--- src/rtl/gate_op_arbiter_if.sv ---
`default_nettype none
// ============================================================================
// Module   : gate_op_arbiter_if
// Brief    : Request/operand bundle and tagged response handshake for the
//            shared gate-op arbiter.
// Revision : 1.0 - initial release
// ============================================================================
interface gate_op_arbiter_if #(
    parameter int NUM_REQ = 4,
    parameter int WIDTH   = 8,
    parameter int ID_W    = $clog2(NUM_REQ)
);
    logic [NUM_REQ-1:0]       req;
    logic [NUM_REQ*WIDTH-1:0] op_a;
    logic [NUM_REQ*WIDTH-1:0] op_b;
    logic [NUM_REQ*2-1:0]     op_sel;
    logic [NUM_REQ-1:0]       gnt;
    logic                     busy;
    logic                     rsp_valid;
    logic                     rsp_ready;
    logic [WIDTH-1:0]         rsp_data;
    logic [ID_W-1:0]          rsp_id;

    modport master (
        output req, op_a, op_b, op_sel, rsp_ready,
        input  gnt, busy, rsp_valid, rsp_data, rsp_id
    );

    modport slave (
        input  req, op_a, op_b, op_sel, rsp_ready,
        output gnt, busy, rsp_valid, rsp_data, rsp_id
    );
endinterface
`default_nettype wire

--- src/rtl/gate_op_arbiter.sv ---
`default_nettype none
// ============================================================================
// Module   : gate_op_arbiter
// Brief    : Round-robin arbiter sharing one registered AND/OR/XOR/NAND unit
//            among NUM_REQ requesters, with a tagged valid/ready response.
// Revision : 1.0 - initial release
// ============================================================================
module gate_op_arbiter #(
    parameter int NUM_REQ = 4,
    parameter int WIDTH   = 8,
    parameter int ID_W    = $clog2(NUM_REQ)
) (
    input wire            clk,
    input wire            rst_n,
    gate_op_arbiter_if.slave bus
);

    localparam logic [1:0] c_st_idle = 2'd0;
    localparam logic [1:0] c_st_load = 2'd1;
    localparam logic [1:0] c_st_exec = 2'd2;
    localparam logic [1:0] c_st_resp = 2'd3;

    logic [1:0]         r_state;
    logic [1:0]         w_state_nxt;
    logic [ID_W-1:0]    r_ptr;
    logic [ID_W-1:0]    r_winner;
    logic [ID_W-1:0]    w_pick;
    logic               w_any;
    logic [WIDTH-1:0]   r_a;
    logic [WIDTH-1:0]   r_b;
    logic [1:0]         r_op;
    logic [WIDTH-1:0]   w_sel_a;
    logic [WIDTH-1:0]   w_sel_b;
    logic [1:0]         w_sel_op;
    logic [WIDTH-1:0]   w_result;
    logic [WIDTH-1:0]   r_rsp_data;
    logic [ID_W-1:0]    r_rsp_id;
    logic [NUM_REQ-1:0] w_gnt;

    // Scan from the pointer upward; the ID_W-bit sum wraps since NUM_REQ is a power of two.
    always_comb begin
        w_any  = 1'b0;
        w_pick = '0;
        for (int k = 0; k < NUM_REQ; k++) begin
            if (!w_any && bus.req[r_ptr + ID_W'(k)]) begin
                w_any  = 1'b1;
                w_pick = r_ptr + ID_W'(k);
            end
        end
    end

    always_comb begin
        w_sel_a  = '0;
        w_sel_b  = '0;
        w_sel_op = 2'b00;
        for (int i = 0; i < NUM_REQ; i++) begin
            if (r_winner == ID_W'(i)) begin
                w_sel_a  = bus.op_a[i*WIDTH +: WIDTH];
                w_sel_b  = bus.op_b[i*WIDTH +: WIDTH];
                w_sel_op = bus.op_sel[i*2 +: 2];
            end
        end
    end

    always_comb begin
        w_result = '0;
        case (r_op)
            2'b00:   w_result = r_a & r_b;
            2'b01:   w_result = r_a | r_b;
            2'b10:   w_result = r_a ^ r_b;
            default: w_result = ~(r_a & r_b);
        endcase
    end

    always_comb begin
        w_state_nxt = r_state;
        case (r_state)
            c_st_idle: if (w_any) w_state_nxt = c_st_load;
            c_st_load: w_state_nxt = c_st_exec;
            c_st_exec: w_state_nxt = c_st_resp;
            c_st_resp: if (bus.rsp_ready) w_state_nxt = c_st_idle;
            default:   w_state_nxt = c_st_idle;
        endcase
    end

    always_ff @(posedge clk or negedge rst_n) begin
        if (!rst_n) begin
            r_state    <= c_st_idle;
            r_ptr      <= '0;
            r_winner   <= '0;
            r_a        <= '0;
            r_b        <= '0;
            r_op       <= 2'b00;
            r_rsp_data <= '0;
            r_rsp_id   <= '0;
        end else begin
            r_state <= w_state_nxt;
            if (r_state == c_st_idle && w_any) begin
                r_winner <= w_pick;
            end
            if (r_state == c_st_load) begin
                r_a   <= w_sel_a;
                r_b   <= w_sel_b;
                r_op  <= w_sel_op;
                r_ptr <= r_winner + ID_W'(1);
            end
            if (r_state == c_st_exec) begin
                r_rsp_data <= w_result;
                r_rsp_id   <= r_winner;
            end
        end
    end

    // Outputs decode straight from registered state so an async reset clears them at once.
    always_comb begin
        w_gnt = '0;
        if (r_state == c_st_load) begin
            w_gnt[r_winner] = 1'b1;
        end
    end

    assign bus.gnt       = w_gnt;
    assign bus.busy      = (r_state != c_st_idle);
    assign bus.rsp_valid = (r_state == c_st_resp);
    assign bus.rsp_data  = r_rsp_data;
    assign bus.rsp_id    = r_rsp_id;

endmodule
`default_nettype wire

--- src/flat_wrapper.sv ---
// flat-port wrapper written by rule: the top's interface ports become plain ports
module gate_op_arbiter_flat 
#(
    parameter int NUM_REQ = 4,
    parameter int WIDTH   = 8,
    parameter int ID_W    = $clog2(NUM_REQ)
)
  (clk, rst_n, bus_req, bus_op_a, bus_op_b, bus_op_sel, bus_rsp_ready, bus_gnt, bus_busy, bus_rsp_valid, bus_rsp_data, bus_rsp_id);
  gate_op_arbiter_if #(.NUM_REQ(NUM_REQ), .WIDTH(WIDTH), .ID_W(ID_W)) bus_i ();
  input wire clk;
  input wire rst_n;
  input wire logic [$bits(bus_i.req)-1:0] bus_req;
  input wire logic [$bits(bus_i.op_a)-1:0] bus_op_a;
  input wire logic [$bits(bus_i.op_b)-1:0] bus_op_b;
  input wire logic [$bits(bus_i.op_sel)-1:0] bus_op_sel;
  input wire logic [$bits(bus_i.rsp_ready)-1:0] bus_rsp_ready;
  output wire logic [$bits(bus_i.gnt)-1:0] bus_gnt;
  output wire logic [$bits(bus_i.busy)-1:0] bus_busy;
  output wire logic [$bits(bus_i.rsp_valid)-1:0] bus_rsp_valid;
  output wire logic [$bits(bus_i.rsp_data)-1:0] bus_rsp_data;
  output wire logic [$bits(bus_i.rsp_id)-1:0] bus_rsp_id;
  assign bus_i.req = bus_req;
  assign bus_i.op_a = bus_op_a;
  assign bus_i.op_b = bus_op_b;
  assign bus_i.op_sel = bus_op_sel;
  assign bus_i.rsp_ready = bus_rsp_ready;
  assign bus_gnt = bus_i.gnt;
  assign bus_busy = bus_i.busy;
  assign bus_rsp_valid = bus_i.rsp_valid;
  assign bus_rsp_data = bus_i.rsp_data;
  assign bus_rsp_id = bus_i.rsp_id;
  gate_op_arbiter #(.NUM_REQ(NUM_REQ), .WIDTH(WIDTH), .ID_W(ID_W)) u_core (.clk(clk), .rst_n(rst_n), .bus(bus_i));
endmodule
--- config.mk ---
export PLATFORM = sky130hd
export DESIGN_NAME = gate_op_arbiter_flat
export DESIGN_NICKNAME = d
export VERILOG_FILES = /design/src/rtl/gate_op_arbiter_if.sv /design/src/rtl/gate_op_arbiter.sv /design/src/flat_wrapper.sv
export SDC_FILE = /design/constraint.sdc
export NUM_CORES = 1
export LEC_CHECK = 0
export BUFFER_PORTS_ARGS = -buffer_cell sky130_fd_sc_hd__buf_2
export CORE_MARGIN = 5
export CORE_UTILIZATION = 46
export CTS_CLUSTER_DIAMETER = 200
export DETAILED_ROUTE_END_ITERATION = 7
export PLACE_DENSITY = 0.78
export SLEW_MARGIN = 20
export SYNTH_ARGS = -nofsm -noshare
export SYNTH_HDL_FRONTEND = slang
export SYNTH_SLANG_ARGS = --single-unit
--- constraint.sdc ---
create_clock -name clk -period 1.65 [get_ports clk]
set_clock_uncertainty 0.2 [all_clocks]
set_input_delay 0.165 -clock clk [delete_from_list [all_inputs] [get_ports clk]]
set_output_delay 0.165 -clock clk [all_outputs]
set_load 0.05 [all_outputs]
; Yosys cells after proc, flatten, opt, wreduce, memory -nomap -nowiden
; Cells that the tools add are included.
[word_totals]
reg_bits = 34
latchBits = 0
ramBits = 0
mem_bits_ro = 0
inputBits = 79
output_inout_bits = 16
elab_cells = 80
mem_count = 0
[op_classes]
add_sub_neg = 4
n_mul = 0
n_div = 0
magnitude_cmp = 6
eq_ne = 10
n_shift = 0
muxes = 35
n_bitwise = 4
reduce_logical = 13
[ops]
columns = op, n
row1 = 8-bit two-way mux, 8
row2 = 8-bit case mux with 3 select lines, 1
row3 = 2-bit two-way mux, 10
row4 = "2-bit by 3-bit < comparator with 1-bit output, second input constant", 5
row5 = "2-bit equality test, second input constant", 5
row6 = 1-bit two-way mux, 9
row7 = 8-bit AND, 1
row8 = 1-bit binary-select mux with 2-bit select, 4
row9 = 8-bit inverter, 1
row10 = 8-bit bitwise OR, 1
row11 = 2-bit case mux with 4 select lines, 1
row12 = 8-bit bitwise XOR, 1
row13 = "2-bit by 1-bit equality test with 1-bit output, second input constant", 3
row14 = 2-bit logical NOT, 3
row15 = 1-bit logical AND, 5
row16 = "2-bit by 1-bit adder with 2-bit output, second input constant", 2
row17 = "2-bit adder, second input constant", 2
row18 = 4-bit two-way mux, 1
row19 = 1-bit logical NOT, 3
row20 = 1-bit demux with 2-bit select, 1
row21 = "2-bit by 1-bit greater-or-equal comparator with 1-bit output, second input constant", 1
row22 = "2-bit by 1-bit inequality test with 1-bit output, second input constant", 1
row23 = "2-bit inequality test, second input constant", 1
row24 = 2-bit AND reduction, 1
row25 = 2-bit nonzero test, 1

; Logic depth before layout (Yosys ltp)
; Gate-level depths: netlist (run 1).
[logic_depth]
depth_word = 14
ltp_mapped = 7
depth_no_buf = 5

; Least setup slack after synthesis (run 1)
; No wires, ideal clock.
[synth_path]
path_type = reg-to-output
start = reg u_core.r_state[1]
end = out bus_gnt[3]
t_arrival_ns = 1.542
required_ns = 1.285
slack_ns = -0.257
path_stages_with_launch = 6
path_buffers = 2
path_cell_list = dfrtp_1 > inv_1 > ha_1 > clkbuf_1 > clkbuf_1 > and2_1
[synth_via]
elab_chain_len = 2
[synth_rtl]
columns = element, line_no
row1 = start: declaration, gate_op_arbiter.sv:23  ; logic [1:0] r_state;
row2 = start signal: assignment, gate_op_arbiter.sv:88  ; r_state <= c_st_idle;
row3 = start signal: assignment, gate_op_arbiter.sv:97  ; r_state <= w_state_nxt;
row4 = 2-bit by 1-bit equality test with 1-bit output, gate_op_arbiter.sv:117  ; if (r_state == c_st_load) begin
row5 = 4-bit two-way mux, gate_op_arbiter.sv:117
row6 = end: declaration, flat_wrapper.sv:17  ; output wire logic [$bits(bus_i.gnt)-1:0] bus_gnt;
; Every way passes these cells.

; Final worst setup path (run 1)
[layout_path]
start = reg u_core.r_winner[1]
end = reg u_core.r_a[5]
[layout_via]
elab_chain_len = 5
word_cells_on_any_way = 8
cone_classes = eq/ne (3) / mux (4) / reduce/logical (1)
[layout_rtl]
columns = element, line_no
row1 = start: declaration, gate_op_arbiter.sv:26  ; logic [ID_W-1:0] r_winner;
row2 = start signal: assignment, gate_op_arbiter.sv:99  ; r_winner <= w_pick;
row3 = 2-bit logical NOT, gate_op_arbiter.sv:57  ; if (r_winner == ID_W'(i)) begin
row4 = 8-bit two-way mux (3 in series), gate_op_arbiter.sv:57
row5 = 8-bit two-way mux (*), gate_op_arbiter.sv:57
row6 = end signal: assignment, gate_op_arbiter.sv:102  ; r_a <= w_sel_a;
row7 = end: declaration, gate_op_arbiter.sv:29  ; logic [WIDTH-1:0] r_a;
; Every way passes the cells marked *; elsewhere a longest branch is shown, timed or not.
; A chain may end at the register's enable or synchronous reset.

==> key figures, run 1 <==
Yosys
  • Synth Register Bits: 34
  • Syn_nets: 425
  • Distinct cell type count after synthesis: 30
  • Sequential share of the synthesized area: 0.318
  • Synth area leader: dfrtp_1
  • Post-synth EDFFs: 0
  • Count leader, synth: inv_1
  • Area fraction of the dominant cell type after synthesis: 0.318
  • Synth async-reset ratio: 1.00
  • Main flop type after synthesis: dfrtp_1
  • YS warnings: 0
  • Area contributors post-synth: dfrtp_1 (32%), ha_1 (12%), a221o_1 (7.1%), inv_1 (5.9%), a31oi_1 (5.1%)
  • Mapped cell area: 0.00268 mm²
  • Mean Syn Cell Area: 8.34 µm²
  • Post-synth top cells: inv_1 (42), dfrtp_1 (34), nand2_1 (31)
  • Post-synthesis cell count: 321

Run
  • Max Cap Viol: 0

Clock network
  • Worst-path clk slew: 60 ps
  • Root buffer cell: clkbuf_8
  • Clk sinks: 34
  • Clk_lat worst skew: 290 ps
  • H-tree depth: 2
  • Clk buf depth: 2
  • CTS tree: built
  • Num CTS Buffers: 5

Placed design
  • HPWL Detailed: 5.43 mm
  • Cells after DPL: 479
  • Final RePlAce weighted congestion: 0.829
  • I/O Buffers: 94

Power
  • LEAKAGE: 1.96 nW
  • Power, Total: 0.00822 W
  • VDD IR max: 1.06 mV
  • Sw Ratio: 0.463
  • Clock Power Share: 0.073
  • Share of power burned in registers: 0.211
  • Power Density: 2070 mW/mm²
  • Logic pwr share: 0.716
  • Switching pwr: 0.00380 W
  • Internal power: 0.00441 W

Worst setup path
  • Crit path launch type: register
  • Bufs and invs on worst path: 2
  • CP Max Fanout: 18
  • Req. time, crit path: 1640 ps
  • Worst setup EP type: register
  • CP top delay family: compound AO/OA/AOI/OAI gates
  • CP Class: register to register
  • Max stage delay cell, worst path: dfrtp_1
  • Reg2Reg Depth: 5
  • R2R Setup Slk: -280 ps
  • Largest stage delay, worst path: 410 ps
  • Reg2reg start: u_core.r_winner[1]
  • RR Endpoint: u_core.r_a[5]
  • Arr. time, crit path: 1920 ps
  • Worst-path cell chain: buf_4 -> ha_4 -> bufbuf_16 -> a221o_1 -> a31oi_1

Global route
  • Initial antenna violation count: 0
  • Largest net degree at the start of global routing: 35
  • Vias in the first global route: 3028
  • GR Util All Layers: 0.245
  • Gr ovfl total: 0
  • First-pass GRT wire length: 14.4 mm

Hold path
  • Worst hold stages: 3
  • Worst Min Path Start: bus_req[3]
  • Worst hold path type: input port to register
  • Worst Hold End: u_core.r_winner[0]

Routing
  • TritonRoute pass-1 iters: 5
  • Post-route ant nets: 0
  • Vias post-DR: 2995
  • DRC errors left: 0
  • Via/cell ratio: 5.75
  • Initial DRC count: 226
  • DR WL/cell: 17.6 µm
  • Final WL: 9.18 mm

Outcome
  • Failing checks: negative setup slack
  • Outcome: finished, violations left

Cells and area
  • Ant. Diodes: 0
  • Total Nets Final: 554
  • P&R area growth vs syn: 48.4%
  • Share of cells above drive strength 1: 0.365
  • Final cell count without fillers: 521

Floorplan
  • # rows: 27
  • I/O pin cnt: 95
  • Die area: 0.00745 mm²
  • Core ar.: 0.00557 mm²
  • Chip width: 86.3 µm
  • Initial Util: 0.480
  • DIE HEIGHT: 86.3 µm

Timing
  • Slew headroom: 0.475
  • Min Tclk post-route: 1930 ps
  • Final Cycle Share: 1.17
  • Finish-stage setup viols: 22
  • RSZ-0062 raised after global routing: true
  • Slew @ Worst Pin: 778 ps
  • Setup WS post-layout: -283 ps
  • Fmax: 0.517 GHz
  • Slew Viols, Final: 0
  • Hold Vio Cnt, Final: 0
cells by family after synthesis:
kind of cell | after synthesis | share of synthesized area
compound gates | 85 | 0.227
fa+ha+maj | 25 | 0.117
buf+inv | 67 | 0.113
flops | 34 | 0.318
mux | 7 | 0.0285
simple gates | 103 | 0.198
cells in the final DEF, fill, tap and decap left out, drive strengths merged, types with 19 or more instances in the layout:
master and n:
a31oi 22, a21oi 23, nor2 28, a221o 19
inv 42, dlygate4sd3 19, ha 25, dfrtp 34
nand2 31, buf 125
tightest hold or removal path, cell delays in order:
cell	delay, ps
buf_2	120
nor2_1	100
o41ai_1	80
worst max-delay path by stage:
stage	slack, ps	depth (start not counted)	endpoint	start
final	-280	5	u_core.r_a[5]	u_core.r_winner[1]
after global routing	-330	7	u_core.r_a[5]	u_core.r_winner[1]
after CTS	-170	5	u_core.r_b[1]	u_core.r_winner[1]
after detailed placement	-300	4	u_core.r_a[0]	u_core.r_winner[0]
after global placement	-270	5	u_core.r_a[4]	u_core.r_winner[1]
after floorplan	-40	7	u_core.r_op[1]	u_core.r_winner[1]
layout make-up:
| type | instances | area [µm²] |
|---|---|---|
| multi-input combinational | 220 | 1620 |
| fill | 374 | 1600 |
| timing repair buffer | 147 | 1170 |
| sequential | 34 | 852 |
| inverter | 42 | 160 |
| tap | 72 | 90.1 |
| clock buffer | 6 | 82.6 |
registers in the layout (all words and copies together), names as in the netlist:
| name | count |
|---|---|
| u_core.r_state | 2 |
| u_core.r_op | 2 |
| u_core.r_winner | 2 |
| u_core.bus.rsp_data | 8 |
| u_core.r_b | 8 |
| u_core.r_ptr | 2 |
| u_core.r_a | 8 |
| u_core.bus.rsp_id | 2 |
power by group through the flow:
| stage | registers [W] | clock network [W] | logic (W) |
|---|---|---|---|
| floorplan | 0.00198 | 0 | 0.00314 |
| finish | 0.00173 | 0.000603 | 0.00588 |
| global route | 0.00178 | 0.000651 | 0.00631 |
| detailed placement | 0.00172 | 0 | 0.00456 |
| CTS | 0.00170 | 0.000610 | 0.00533 |
| global placement | 0.00169 | 0 | 0.00441 |
metrics by stage:
step | setup TNS [ps] | setup WS [ps] | area [µm²] | hold slack (ps) | utilization
final | -4610 | -283 | 3970 | 12.5 | 0.713
after global routing | -5320 | -329 | 3970 | 50.0 | 0.713
after CTS | -3040 | -172 | 3840 | 15.1 | 0.689
after detailed placement | -4960 | -296 | 3310 | 76.8 | 0.594
after global placement | -4210 | -269 | 3310 | 65.9 | 0.594
after floorplan | -557 | -37.4 | 2710 | -331 | -
per-layer routing:
| layer | vias to the layer above | track usage | routed length (µm) |
|---|---|---|---|
| li1 | 1366 | - | - |
| met2 | 203 | 0.424 | 4520 |
| met4 | 0 | 0.136 | 471 |
| met3 | 54 | 0.0523 | 802 |
| met1 | 1372 | 0.280 | 3390 |
| met5 | - | 0 | 0 |
repair_timing:
action / CTS / global route
hold buffers: 19 / 0
endpoints found under the setup margin: 24 / 27
resized for setup: 28 / 12
setup buffers: 9 / 4
cloned: 2 / 2
hold endpoints to repair: 52 / 0
pin swaps: 7 / 12
(Power assumes the default switching activity.)
==> run 2, diff against run 1 <==
--- a/config.mk
+++ b/config.mk
@@ -10,7 +10,7 @@
 export CORE_UTILIZATION = 46
 export CTS_CLUSTER_DIAMETER = 200
 export DETAILED_ROUTE_END_ITERATION = 7
-export PLACE_DENSITY = 0.78
+export PLACE_DENSITY = 0.75
 export SLEW_MARGIN = 20
 export SYNTH_ARGS = -nofsm -noshare
 export SYNTH_HDL_FRONTEND = slang
==> run 2 against run 1 <==
Net effect: the flow still finishes with violations (negative setup slack); sequential power about the same; critical path depth increased by 2; design area increased by 4.5%; utilization increased by 3.2 points; wire length increased by 6.2%; clock power increased by 7.5%.
==> key figures, run 2 (same netlist as run 1, synthesis figures left out) <==
Worst setup path
  • Arr. time, crit path: 1900 ps (-20 ps)
  • Worst setup EP type: register
  • CP Class: register to register
  • RR Endpoint: u_core.r_a[5]
  • CP Max Fanout: 9 (-9)
  • Worst Setup EP: u_core.r_a[5]
  • Reg2reg start: u_core.r_winner[0]
  • Crit path launch type: register
  • Reg2Reg Depth: 7 (+2)
  • R2R Setup Slk: -250 ps (+30 ps)
  • Req. time, crit path: 1640 ps (about the same)
  • Crit path launch: u_core.r_winner[0]

Timing
  • Slew Viols, Final: 0 (unchanged)
  • Slew @ Worst Pin: 698 ps (-80.0 ps)
  • Min Tclk post-route: 1900 ps (-28.6 ps)
  • Finish-stage setup viols: 22 (unchanged)
  • Fmax: 0.525 GHz (+1.5%)
  • Hold Vio Cnt, Final: 0 (unchanged)
  • Hold slack: 53.5 ps (+41.0 ps)
  • Setup TNS: -4080 ps (+529 ps)
  • Slew headroom: 0.529 (+0.0540)
  • RSZ-0062 raised after global routing: true
  • Setup WS post-layout: -254 ps (+28.6 ps)
  • Final Cycle Share: 1.15 (-0.0173)

Cells and area
  • Most common cell after layout, fill and taps aside: buf_2
  • Total Nets Final: 564 (+1.8%)
  • Ant. Diodes: 0 (unchanged)
  • Fill count: 360 (-3.7%)
  • P&R area growth vs syn: 55.0%
  • Most frequent cells in the layout: buf_2 (89), inv_1 (38), dfrtp_1 (32)
  • Share of cells above drive strength 1: 0.384 (+0.0187)

Power
  • VDD IR max: 1.22 mV (+15%)
  • Power, Total: 0.00868 W (+5.6%)
  • LEAKAGE: 2.04 nW (+4.3%)
  • Power Density: 2090 mW/mm² (+1.0%)

Routing
  • DRC errors left: 0 (unchanged)
  • Final WL: 9.75 mm (+6.2%)
  • Post-route ant nets: 0 (unchanged)
  • DR WL/cell: 18.3 µm (+3.9%)
  • TritonRoute pass-1 iters: 5 (unchanged)
  • Vias post-DR: 3053 (+1.9%)
  • Via/cell ratio: 5.73 (-0.36%)
  • Initial DRC count: 209 (-7.5%)

Clock network
  • Clk_lat worst skew: 290 ps (about the same)
  • Clk sinks: 34 (unchanged)
  • CTS tree: built
  • Num CTS Buffers: 5 (unchanged)
  • Root buffer cell: clkbuf_8
  • Clk buf depth: 2 (unchanged)
  • H-tree depth: 2 (unchanged)
  • Worst-path clk slew: 70 ps (about the same)

Floorplan
  • Chip width: 86.3 µm (unchanged)
  • # rows: 27 (unchanged)
  • Die area: 0.00745 mm² (unchanged)
  • I/O pin cnt: 95 (unchanged)
  • Core ar.: 0.00557 mm² (unchanged)
  • DIE HEIGHT: 86.3 µm (unchanged)
  • Initial Util: 0.480 (unchanged)

Placed design
  • Final RePlAce weighted congestion: 0.805 (-2.9%)
  • I/O Buffers: 94 (unchanged)
  • HPWL Detailed: 5.38 mm (-0.86%)

Hold path
  • Worst Min Path Start: bus_op_b[23]
  • Worst hold path type: input port to register

Outcome
  • Failing checks: negative setup slack
  • Outcome: finished, violations left

Global route
  • Largest net degree at the start of global routing: 31 (-11%)
  • First-pass GRT wire length: 14.2 mm (-0.82%)
  • Gr ovfl total: 0 (unchanged)
  • Vias in the first global route: 2948 (-2.6%)
  • Initial antenna violation count: 0 (unchanged)
  • GR Util All Layers: 0.239 (-0.00588)

Run
  • Max Cap Viol: 0 (unchanged)
[run 2: what timing repair did]
item	4_1_cts	5_1_grt
hold endpoints to repair	52	0
gates cloned	4	3
endpoints found under the setup margin	25	28
setup buffers	14	8
pin swaps	13	12
gates resized for setup	36	15
hold buffers	19	0
[run 2: how the worst min path moves through the flow]
stage | endpoint | depth (start not counted)
floorplan | u_core.bus.rsp_data[0] | 0
global placement | u_core.r_ptr[1] | 1
detailed placement | u_core.r_ptr[1] | 1
CTS | u_core.r_winner[0] | 3
global route | u_core.r_a[3] | 4
finish | u_core.r_b[7] | 4
[run 2: metrics by stage]
step           instances  cell area, µm²  setup WS, ps   util
2_1_floorplan        321            2710         -37.4      -
3_3_place_gp         477            3310          -262  0.593
3_5_place_dp         477            3310          -267  0.593
4_1_cts              522            3960          -174  0.711
5_1_grt              533            4150          -302  0.745
6_report             533            4150          -254  0.745
[run 2: routing by layer]
layer / GRT usage / vias up / part of all wire
met5: 0 / - / 0
met4: 0.0793 / 0 / 0.046
met3: 0.0523 / 39 / 0.089
met2: 0.394 / 196 / 0.47
met1: 0.312 / 1426 / 0.40
li1: - / 1392 / -
[run 2: cell type report]
type | instances | area [µm²] | share of cell area
repair buffers | 157 | 1310 | 0.315
flip-flops and latches | 34 | 853 | 0.206
clock buffers | 6 | 82.6 | 0.0199
well taps | 72 | 90.1 | 0.0217
multi-input cells | 220 | 1650 | 0.397
inverters | 42 | 160 | 0.0386
clock inverters | 2 | 12.5 | 0.00301
[run 2: worst max-delay path, stage by stage (launching register included)]
cell and delay (ps):
dfrtp_2 470, inv_4 110, ha_4 180, buf_4 140, buf_16 120, a21oi_1 40, a221o_1 360, a31oi_1 190
[run 2: report_power, final]
group / switching (W) / total, W / internal (W)
combinational: 0.00321 / 0.00629 / 0.00309
clock: 0.000313 / 0.000648 / 0.000335
sequential: 0.000452 / 0.00174 / 0.00128
